### config.mk
export PLATFORM = sky130hd
export DESIGN_NAME = fir_sample_scheduler
export DESIGN_NICKNAME = d
export VERILOG_FILES = /design/src/rtl/fir_sample_scheduler.sv
export SDC_FILE = /design/constraint.sdc
export NUM_CORES = 1
export LEC_CHECK = 0
export CORE_MARGIN = 5
export CORE_UTILIZATION = 48
export DETAILED_ROUTE_END_ITERATION = 16
export PLACE_DENSITY = 0.82
export SYNTH_ARGS = -nofsm -noshare
export SYNTH_HDL_FRONTEND = slang
export SYNTH_SLANG_ARGS = --single-unit
### constraint.sdc
create_clock -name clock -period 2.2 [get_ports clock]
set_clock_uncertainty 0.05 [all_clocks]
set_input_delay 0.33 -clock clock [delete_from_list [all_inputs] [get_ports clock]]
set_output_delay 0.33 -clock clock [all_outputs]
set_load 0.01 [all_outputs]
### src/rtl/fir_sample_scheduler.sv
// FIR sample scheduler: stores each ADC sample into a circular buffer,
// kicks the FIR MAC engine, waits (bounded) for its result and hands the
// result downstream through a valid/ready output register.
module fir_sample_scheduler #(
  parameter int unsigned ADDR_W  = 12,
  parameter logic [15:0] TIMEOUT = 16'd12000
) (
  input  logic              clock,
  input  logic              reset,
  input  logic              in_valid,
  input  logic [17:0]       in_data,
  output logic              buf_we,
  output logic [ADDR_W-1:0] buf_waddr,
  output logic [17:0]       buf_wdata,
  output logic [ADDR_W-1:0] buf_base,
  output logic              fir_start,
  input  logic              fir_done,
  input  logic [17:0]       fir_result,
  output logic              out_valid,
  output logic [17:0]       out_data,
  input  logic              out_ready,
  output logic              busy,
  output logic [15:0]       overrun_count,
  output logic              timeout_err
);

  typedef enum logic [2:0] {
    IDLE,
    WRITE,
    START,
    WAIT_DONE,
    OUTPUT
  } state_e;

  state_e            state_q, state_d;
  logic [ADDR_W-1:0] wr_ptr_q, wr_ptr_d;
  logic [ADDR_W-1:0] buf_base_q, buf_base_d;
  logic              buf_we_q, buf_we_d;
  logic [ADDR_W-1:0] buf_waddr_q, buf_waddr_d;
  logic [17:0]       buf_wdata_q, buf_wdata_d;
  logic              fir_start_q, fir_start_d;
  logic              out_valid_q, out_valid_d;
  logic [17:0]       out_data_q, out_data_d;
  logic              busy_q, busy_d;
  logic [15:0]       overrun_q, overrun_d;
  logic              timeout_err_q, timeout_err_d;
  logic [15:0]       tmo_cnt_q, tmo_cnt_d;
  logic              tmo_hit;

  // Expiry only matters while waiting; fir_done takes priority over it.
  assign tmo_hit = (tmo_cnt_q == (TIMEOUT - 16'd1));

  // State and all registered outputs; reset discards any in-flight work.
  always_ff @(posedge clock) begin
    if (reset) begin
      state_q       <= IDLE;
      wr_ptr_q      <= '0;
      buf_base_q    <= '0;
      buf_we_q      <= 1'b0;
      buf_waddr_q   <= '0;
      buf_wdata_q   <= '0;
      fir_start_q   <= 1'b0;
      out_valid_q   <= 1'b0;
      out_data_q    <= '0;
      busy_q        <= 1'b0;
      overrun_q     <= '0;
      timeout_err_q <= 1'b0;
      tmo_cnt_q     <= '0;
    end else begin
      state_q       <= state_d;
      wr_ptr_q      <= wr_ptr_d;
      buf_base_q    <= buf_base_d;
      buf_we_q      <= buf_we_d;
      buf_waddr_q   <= buf_waddr_d;
      buf_wdata_q   <= buf_wdata_d;
      fir_start_q   <= fir_start_d;
      out_valid_q   <= out_valid_d;
      out_data_q    <= out_data_d;
      busy_q        <= busy_d;
      overrun_q     <= overrun_d;
      timeout_err_q <= timeout_err_d;
      tmo_cnt_q     <= tmo_cnt_d;
    end
  end

  // Next-state selection.
  always_comb begin
    state_d = state_q;
    unique case (state_q)
      IDLE:      if (in_valid) state_d = WRITE;
      WRITE:     state_d = START;
      START:     state_d = WAIT_DONE;
      WAIT_DONE: begin
        if (fir_done)     state_d = OUTPUT;
        else if (tmo_hit) state_d = IDLE;
      end
      OUTPUT:    if (out_ready) state_d = IDLE;
      default:   state_d = IDLE;
    endcase
  end

  // Next values of the registered outputs and datapath.
  // Pulse outputs are computed one state early so they appear, registered,
  // during WRITE/START themselves.
  always_comb begin
    wr_ptr_d      = wr_ptr_q;
    buf_base_d    = buf_base_q;
    buf_we_d      = 1'b0;
    buf_waddr_d   = buf_waddr_q;
    buf_wdata_d   = buf_wdata_q;
    fir_start_d   = 1'b0;
    out_valid_d   = out_valid_q;
    out_data_d    = out_data_q;
    overrun_d     = overrun_q;
    timeout_err_d = timeout_err_q;
    tmo_cnt_d     = tmo_cnt_q;
    busy_d        = (state_d != IDLE);

    unique case (state_q)
      IDLE: begin
        if (in_valid) begin
          buf_we_d    = 1'b1;
          buf_waddr_d = wr_ptr_q;
          buf_wdata_d = in_data;
        end
      end
      WRITE: begin
        buf_base_d  = wr_ptr_q;
        wr_ptr_d    = wr_ptr_q + ADDR_W'(1);
        fir_start_d = 1'b1;
      end
      START: begin
        tmo_cnt_d = '0;
      end
      WAIT_DONE: begin
        if (fir_done) begin
          out_data_d  = fir_result;
          out_valid_d = 1'b1;
        end else if (tmo_hit) begin
          timeout_err_d = 1'b1;
        end else begin
          tmo_cnt_d = tmo_cnt_q + 16'd1;
        end
      end
      OUTPUT: begin
        if (out_ready) out_valid_d = 1'b0;
      end
      default: ;
    endcase

    // No backpressure on the ADC side: strobes outside IDLE are lost.
    if (in_valid && (state_q != IDLE) && (overrun_q != '1))
      overrun_d = overrun_q + 16'd1;
  end

  assign buf_we        = buf_we_q;
  assign buf_waddr     = buf_waddr_q;
  assign buf_wdata     = buf_wdata_q;
  assign buf_base      = buf_base_q;
  assign fir_start     = fir_start_q;
  assign out_valid     = out_valid_q;
  assign out_data      = out_data_q;
  assign busy          = busy_q;
  assign overrun_count = overrun_q;
  assign timeout_err   = timeout_err_q;

endmodule

==> flow_summary.ini, run 1 <==
[timing]
maxSlewViolCount = 0
setup_viol = 0
timing_worst_slew_pin_value_ns = 0.807
hold_viol_final = 0
clock.fmax_ghz = 0.496
period_share_pct = 91.7
setup_tns_ns = 0
worst_slew_margin_rel_pct = 46.2
rsz0062_at_grt = false
min_period_ns = 2.02

[logic_synthesis]
postSynthAreaPerCell_um2 = 8.11
synthArstFlopShare_pct = 0
synth_seq_cells = 112
yosysWarnings = 0
seq_area_frac_synth_pct = 48.3
synth_nets = 616
ys_top_cells_by_area = dfxtp_1 48%, nand2_1 11%, a21oi_1 9.4%, nor2_1 3.0%, mux2_2 2.9%
yosysUniqueCellTypes = 40
synth_edf_count = 0
synth.most_common_cell = nand2_1
yosysTopAreaCell = dfxtp_1
ys.flop_type = dfxtp_1
synth_top_area_share_pct = 48.3
synth_common_cells = 142 x nand2_1, 112 x dfxtp_1, 87 x a21oi_1
synth_area_um2 = 4640
syn_inst = 572

[worst_setup_path]
endpoint_kind = flip-flop
critPathKind = flip-flop to flip-flop
r2r-start = tmo_cnt_q[0]$_SDFFE_PP0P_
worst-path-max-fanout = 15
r2r_slack_ns = 0.18
crit_path_end = tmo_cnt_q[3]$_SDFFE_PP0P_
worst-r2r-cell-count = 5
r2r-end = tmo_cnt_q[3]$_SDFFE_PP0P_
start_kind = flip-flop
cp.arrival_ns = 2.28
crit_required_ns = 2.46
setup.worst_path.start = tmo_cnt_q[0]$_SDFFE_PP0P_

[die]
die_w_um = 108
rows = 35
start_util_pct = 49.7
core_um2 = 9330
pin_count = 122
die_h_um = 108
die_area_um2 = 11700

[routing]
wl_um = 11700
met3_length_um = 991
wire_per_inst_um = 14.2
drc = 0
wl_met1_um = 5020
vias_per_cell = 5.35
vias = 4399
wl_met2_um = 5480
ant_nets = 0
maxUsedRoutingLayer = met4
drtPass1Iterations = 5
drtIter0Drc = 189

[grt]
overflow = 0
grt_pass1_wl_um = 18900
grt_pass1_vias = 4004
grt_use_total_pct = 19.8
grt_max_degree = 84
antenna_found_initial = 0

[finish]
num-fill-cells = 764
drive_above_1_share_pct = 7.06
final_util_pct = 66.8
area_delta_synth_final_pct = 34.3
diodes = 0
nets = 733

[min_path]
min_path_type = flip-flop to flip-flop

[clock_network]
htree_levels = 3
root_buffer = clkbuf_8
clk_latency_ns = 0.38
cts_hold_buf = 0
cts_tree = yes
post_cts_resize_count = 0
clock_path_buffers = 2
post_cts_buffers = 0
path_clk_slew_ns = 0.11
cts_num_sinks = 112
numCtsBuffers = 9

[run]
maxCapViolations = 0

[place]
place.gp.congestion = 0.811
io_buffers = 121
hpwl_um = 8340

[power]
power.density_nw_per_um2 = 619
p_leak_nw = 2.09
vdd_ir_drop_max_mv = 0.359

[outcome]
status = finished clean
## cell families (layout without fill, tap and decap cells)
logic type	count (synthesis)	after routing	share of synthesized area (%)
fa+ha+maj	3	3	0.809
mux	17	17	3.99
simple gates	280	280	28.7
buf+inv	39	161	3.26
xor+xnor	9	9	1.70
flops	112	112	48.3
compound gates	112	112	13.2
## area by class of cell
type,count,area [µm²],share of cell area [%]
Inverter,6,22.5,0.362
Clock inverter,7,88.8,1.43
Clock buffer,9,124,1.99
Timing Repair Buffer,139,1340,21.6
Multi-Input combinational cell,421,2250,36.1
Tap cell,129,161,2.59
Sequential cell,112,2240,36.0
## through the flow
stage	cell area (µm²)	instances	power [mW]	hold WS [ns]	setup slack, ns
2_1_floorplan	4640	572	2.38	0.389	0.328
3_3_place_gp	6020	807	2.60	0.391	0.0532
3_5_place_dp	6020	807	2.62	0.397	0.0198
4_1_cts	6230	823	3.87	0.414	0.201
5_1_grt	6230	823	4.02	0.429	0.0539
6_report	6230	823	3.85	0.411	0.183
## layout by cell type, fill, tap and decap left out, types with 3 or more instances in the layout
cell type / Yosys / final
o21ai_0: 5 / 5
buf_4: 0 / 19
clkdlybuf4s50_1: 0 / 120
nand2_1: 142 / 142
inv_1: 6 / 6
and4_1: 7 / 7
nor2b_1: 12 / 12
or3_1: 6 / 6
nor4_1: 7 / 7
or4_1: 11 / 11
nor2_1: 37 / 37
dfxtp_1: 112 / 112
xnor2_1: 5 / 5
ha_1: 3 / 3
nand3_1: 14 / 14
xor2_1: 4 / 4
mux2_2: 12 / 12
mux2i_1: 5 / 5
clkbuf_8: 0 / 9
nand2b_1: 4 / 4
a21oi_1: 87 / 87
nand4_1: 12 / 12
and3_1: 3 / 3
nor4b_1: 3 / 3
o31ai_1: 11 / 11
and2_1: 3 / 3
nor3_1: 10 / 10
## registers in the layout, summed over array words and instances, names as in the netlist
name           count
tmo_cnt_q         16
fir_start          1
buf_wdata         18
busy               1
buf_we             1
timeout_err        1
overrun_count     16
state_q            3
buf_waddr         12
out_valid          1
buf_base          12
wr_ptr_q          12
out_data          18
## where the power goes
group	internal [mW]	switching, mW
registers	2.08	0.0397
logic	0.216	0.236
clock network	0.471	0.811
## how the worst min path moves through the flow
stage                                from                         end  slack, ns  cells after the start
3_5_place_dp   buf_wdata[11]$_SDFFE_PP0P_  buf_wdata[11]$_SDFFE_PP0P_       0.40                      2
4_1_cts         out_data[10]$_SDFFE_PP0P_   out_data[10]$_SDFFE_PP0P_       0.41                      2
5_1_grt                        in_data[2]   buf_wdata[2]$_SDFFE_PP0P_       0.43                      3
6_report         out_data[4]$_SDFFE_PP0P_    out_data[4]$_SDFFE_PP0P_       0.41                      2
3_3_place_gp     out_data[8]$_SDFFE_PP0P_    out_data[8]$_SDFFE_PP0P_       0.39                      2
2_1_floorplan                   out_ready      out_valid$_SDFFE_PP0P_       0.39                      1
## worst max-delay path, cell delays in order, from the launching register on
cell and delay, ns:
dfxtp_1 0.38, ha_1 0.29, and4_1 0.26, and4_1 0.32, or4_1 0.51, a21oi_1 0.14
## routing by layer
| metal | GRT usage [%] | vias to the layer above |
|---|---|---|
| met5 | 0 | - |
| met2 | 32.1 | 159 |
| met4 | 7.03 | 0 |
| met1 | 25.2 | 2009 |
| li1 | - | 2213 |
| met3 | 5.49 | 18 |
Power figures use the tool's default switching activity.
==> inputs of run 2 (changes only) <==
--- a/config.mk
+++ b/config.mk
@@ -9,6 +9,7 @@
 export CORE_UTILIZATION = 48
 export DETAILED_ROUTE_END_ITERATION = 16
 export PLACE_DENSITY = 0.82
+export REMOVE_ABC_BUFFERS = 1
 export SYNTH_ARGS = -nofsm -noshare
 export SYNTH_HDL_FRONTEND = slang
 export SYNTH_SLANG_ARGS = --single-unit
==> run 2 against run 1 <==
Sequential share of layout area barely moved; highest routed layer unchanged; fmax down 0.27%; power fell by 2.1%; largest cell class unchanged; combinational power is essentially flat; register-to-register slack about the same.
==> flow_summary.ini, run 2 (synthesized netlist as in run 1, its figures left out) <==
[worst_setup_path]
endpoint_kind = flip-flop
r2r_slack_ns = 0.18
path_cells = o31a_1 -> nand3_1 -> nor4_1 -> mux2_2
r2r-end = overrun_count[13]$_SDFFE_PP0P_
critPathKind = flip-flop to flip-flop
cp_num_buf_inv = 0
max_stage_delay_ns = 0.60
r2r-start = state_q[2]$_SDFF_PP0_
worst-path-max-fanout = 14
crit_path_top_delay_cell = dfxtp_1
cp.arrival_ns = 2.22
setup.worst_path.start = state_q[2]$_SDFF_PP0_
critPathTopFamily = simple AND/OR/NAND/NOR gates
crit_path_end = overrun_count[13]$_SDFFE_PP0P_
cp.depth = 4
crit_required_ns = 2.40
start_kind = flip-flop
worst-r2r-cell-count = 4

[finish]
final_design_area_no_fill_um2 = 6230
drive_above_1_share_pct = 7.06
num-fill-cells = 803
nets = 733
layout_commonest_cell = nand2_1
final_cell_mix = 142 x nand2_1, 120 x clkdlybuf4s50_1, 112 x dfxtp_1
diodes = 0
area_delta_synth_final_pct = 34.2

[routing]
drc = 0
wire_per_inst_um = 14.1
ant_nets = 0
wl_um = 11600
drtPass1Iterations = 5
vias = 4389
vias_per_cell = 5.33
drtIter0Drc = 238

[timing]
fin_ws_ns = 0.178
timing_worst_slew_pin_value_ns = 0.448
maxSlewViolCount = 0
period_share_pct = 91.9
hold_viol_final = 0
clock.fmax_ghz = 0.494
setup_viol = 0
whs_ns = 0.353
worst_slew_margin_rel_pct = 70.1
min_period_ns = 2.02
rsz0062_at_grt = false

[die]
rows = 35
die_area_um2 = 11700
core_um2 = 9330
start_util_pct = 49.7
die_w_um = 108
pin_count = 122
die_h_um = 108

[power]
p_leak_nw = 2.10
power.density_nw_per_um2 = 606
vdd_ir_drop_max_mv = 0.325

[clock_network]
cts_num_sinks = 112
htree_levels = 3
clk_latency_ns = 0.37
cts_hold_buf = 0
root_buffer = clkbuf_8
post_cts_buffers = 0
clock_path_buffers = 2
numCtsBuffers = 9
cts_tree = yes
post_cts_resize_count = 0
path_clk_slew_ns = 0.10

[grt]
grt_pass1_vias = 4190
grt_pass1_wl_um = 19200
grt_max_degree = 45
grt_use_total_pct = 19.8
antenna_found_initial = 0
overflow = 0

[place]
hpwl_um = 8390
place.gp.congestion = 0.852
io_buffers = 121
preCtsSetupSlack_ns = -0.0452
dpl_cell_area_um2 = 6030

[run]
maxCapViolations = 0

[outcome]
status = finished clean

[min_path]
min_path_type = input port to flip-flop
==> run 2: cell count changes in the layout (fill, tap and decap cells not counted) <==
cell,before,now
inv_6,2,1
buf_12,0,1
clkinv_4,0,1
inv_12,1,0
clkinv_8,2,1
clkinv_2,0,1
buf_4,19,18
clkbuf_8,9,10
==> run 2: worst min-delay path by stage <==
stage,startpoint,end,slack (ns),depth (start not counted)
2_1_floorplan,reset,buf_base[0]$_SDFFE_PP0P_,0.35,1
3_3_place_gp,buf_wdata[7]$_SDFFE_PP0P_,buf_wdata[7]$_SDFFE_PP0P_,0.39,2
3_5_place_dp,buf_base[5]$_SDFFE_PP0P_,buf_base[5]$_SDFFE_PP0P_,0.40,2
4_1_cts,reset,overrun_count[9]$_SDFFE_PP0P_,0.35,2
5_1_grt,reset,state_q[2]$_SDFF_PP0_,0.37,2
6_report,reset,state_q[2]$_SDFF_PP0_,0.35,2
==> run 2: final cells by class <==
type / count / area, µm² / share of cell area, %
tap: 129 / 161 / 2.59
sequential: 112 / 2240 / 36.0
clock buffer: 10 / 138 / 2.21
multi-input combinational: 421 / 2250 / 36.1
inverter: 6 / 22.5 / 0.362
timing repair buffer: 139 / 1360 / 21.8
clock inverter: 6 / 61.3 / 0.985
==> run 2: report_power, final <==
| part | leakage (nW) | switching [mW] | internal [mW] |
|---|---|---|---|
| Combinational | 1.09 | 0.231 | 0.221 |
| Clock | 0.103 | 0.727 | 0.474 |
| Sequential | 0.906 | 0.0418 | 2.08 |
| Total | 2.10 | 1.00 | 2.77 |
==> run 2: per-layer routing <==
layer  vias up  part of all wire (%)  track usage, %
met2       158                    48            33.7
met4         0                   1.6            7.57
met1      1999                    43            24.2
met3        18                   7.3            4.72
li1       2214                     -               -
met5         -                     0               0
==> run 2: worst register-to-register path, stage by stage (launching register included) <==
cell and delay [ns]:
dfxtp_1 0.60, o31a_1 0.21, nand3_1 0.26, nor4_1 0.41, mux2_2 0.39
==> run 2: metrics by stage <==
| step | power [mW] | std cells | utilization [%] | setup TNS, ns |
|---|---|---|---|---|
| 5_1_grt | 3.93 | 823 | 66.8 | 0 |
| 2_1_floorplan | 2.34 | 539 | - | -0.0224 |
| 3_3_place_gp | 2.60 | 807 | 64.6 | 0 |
| 4_1_cts | 3.81 | 823 | 66.8 | 0 |
| 6_report | 3.77 | 823 | 66.8 | 0 |
| 3_5_place_dp | 2.62 | 807 | 64.6 | -0.0640 |
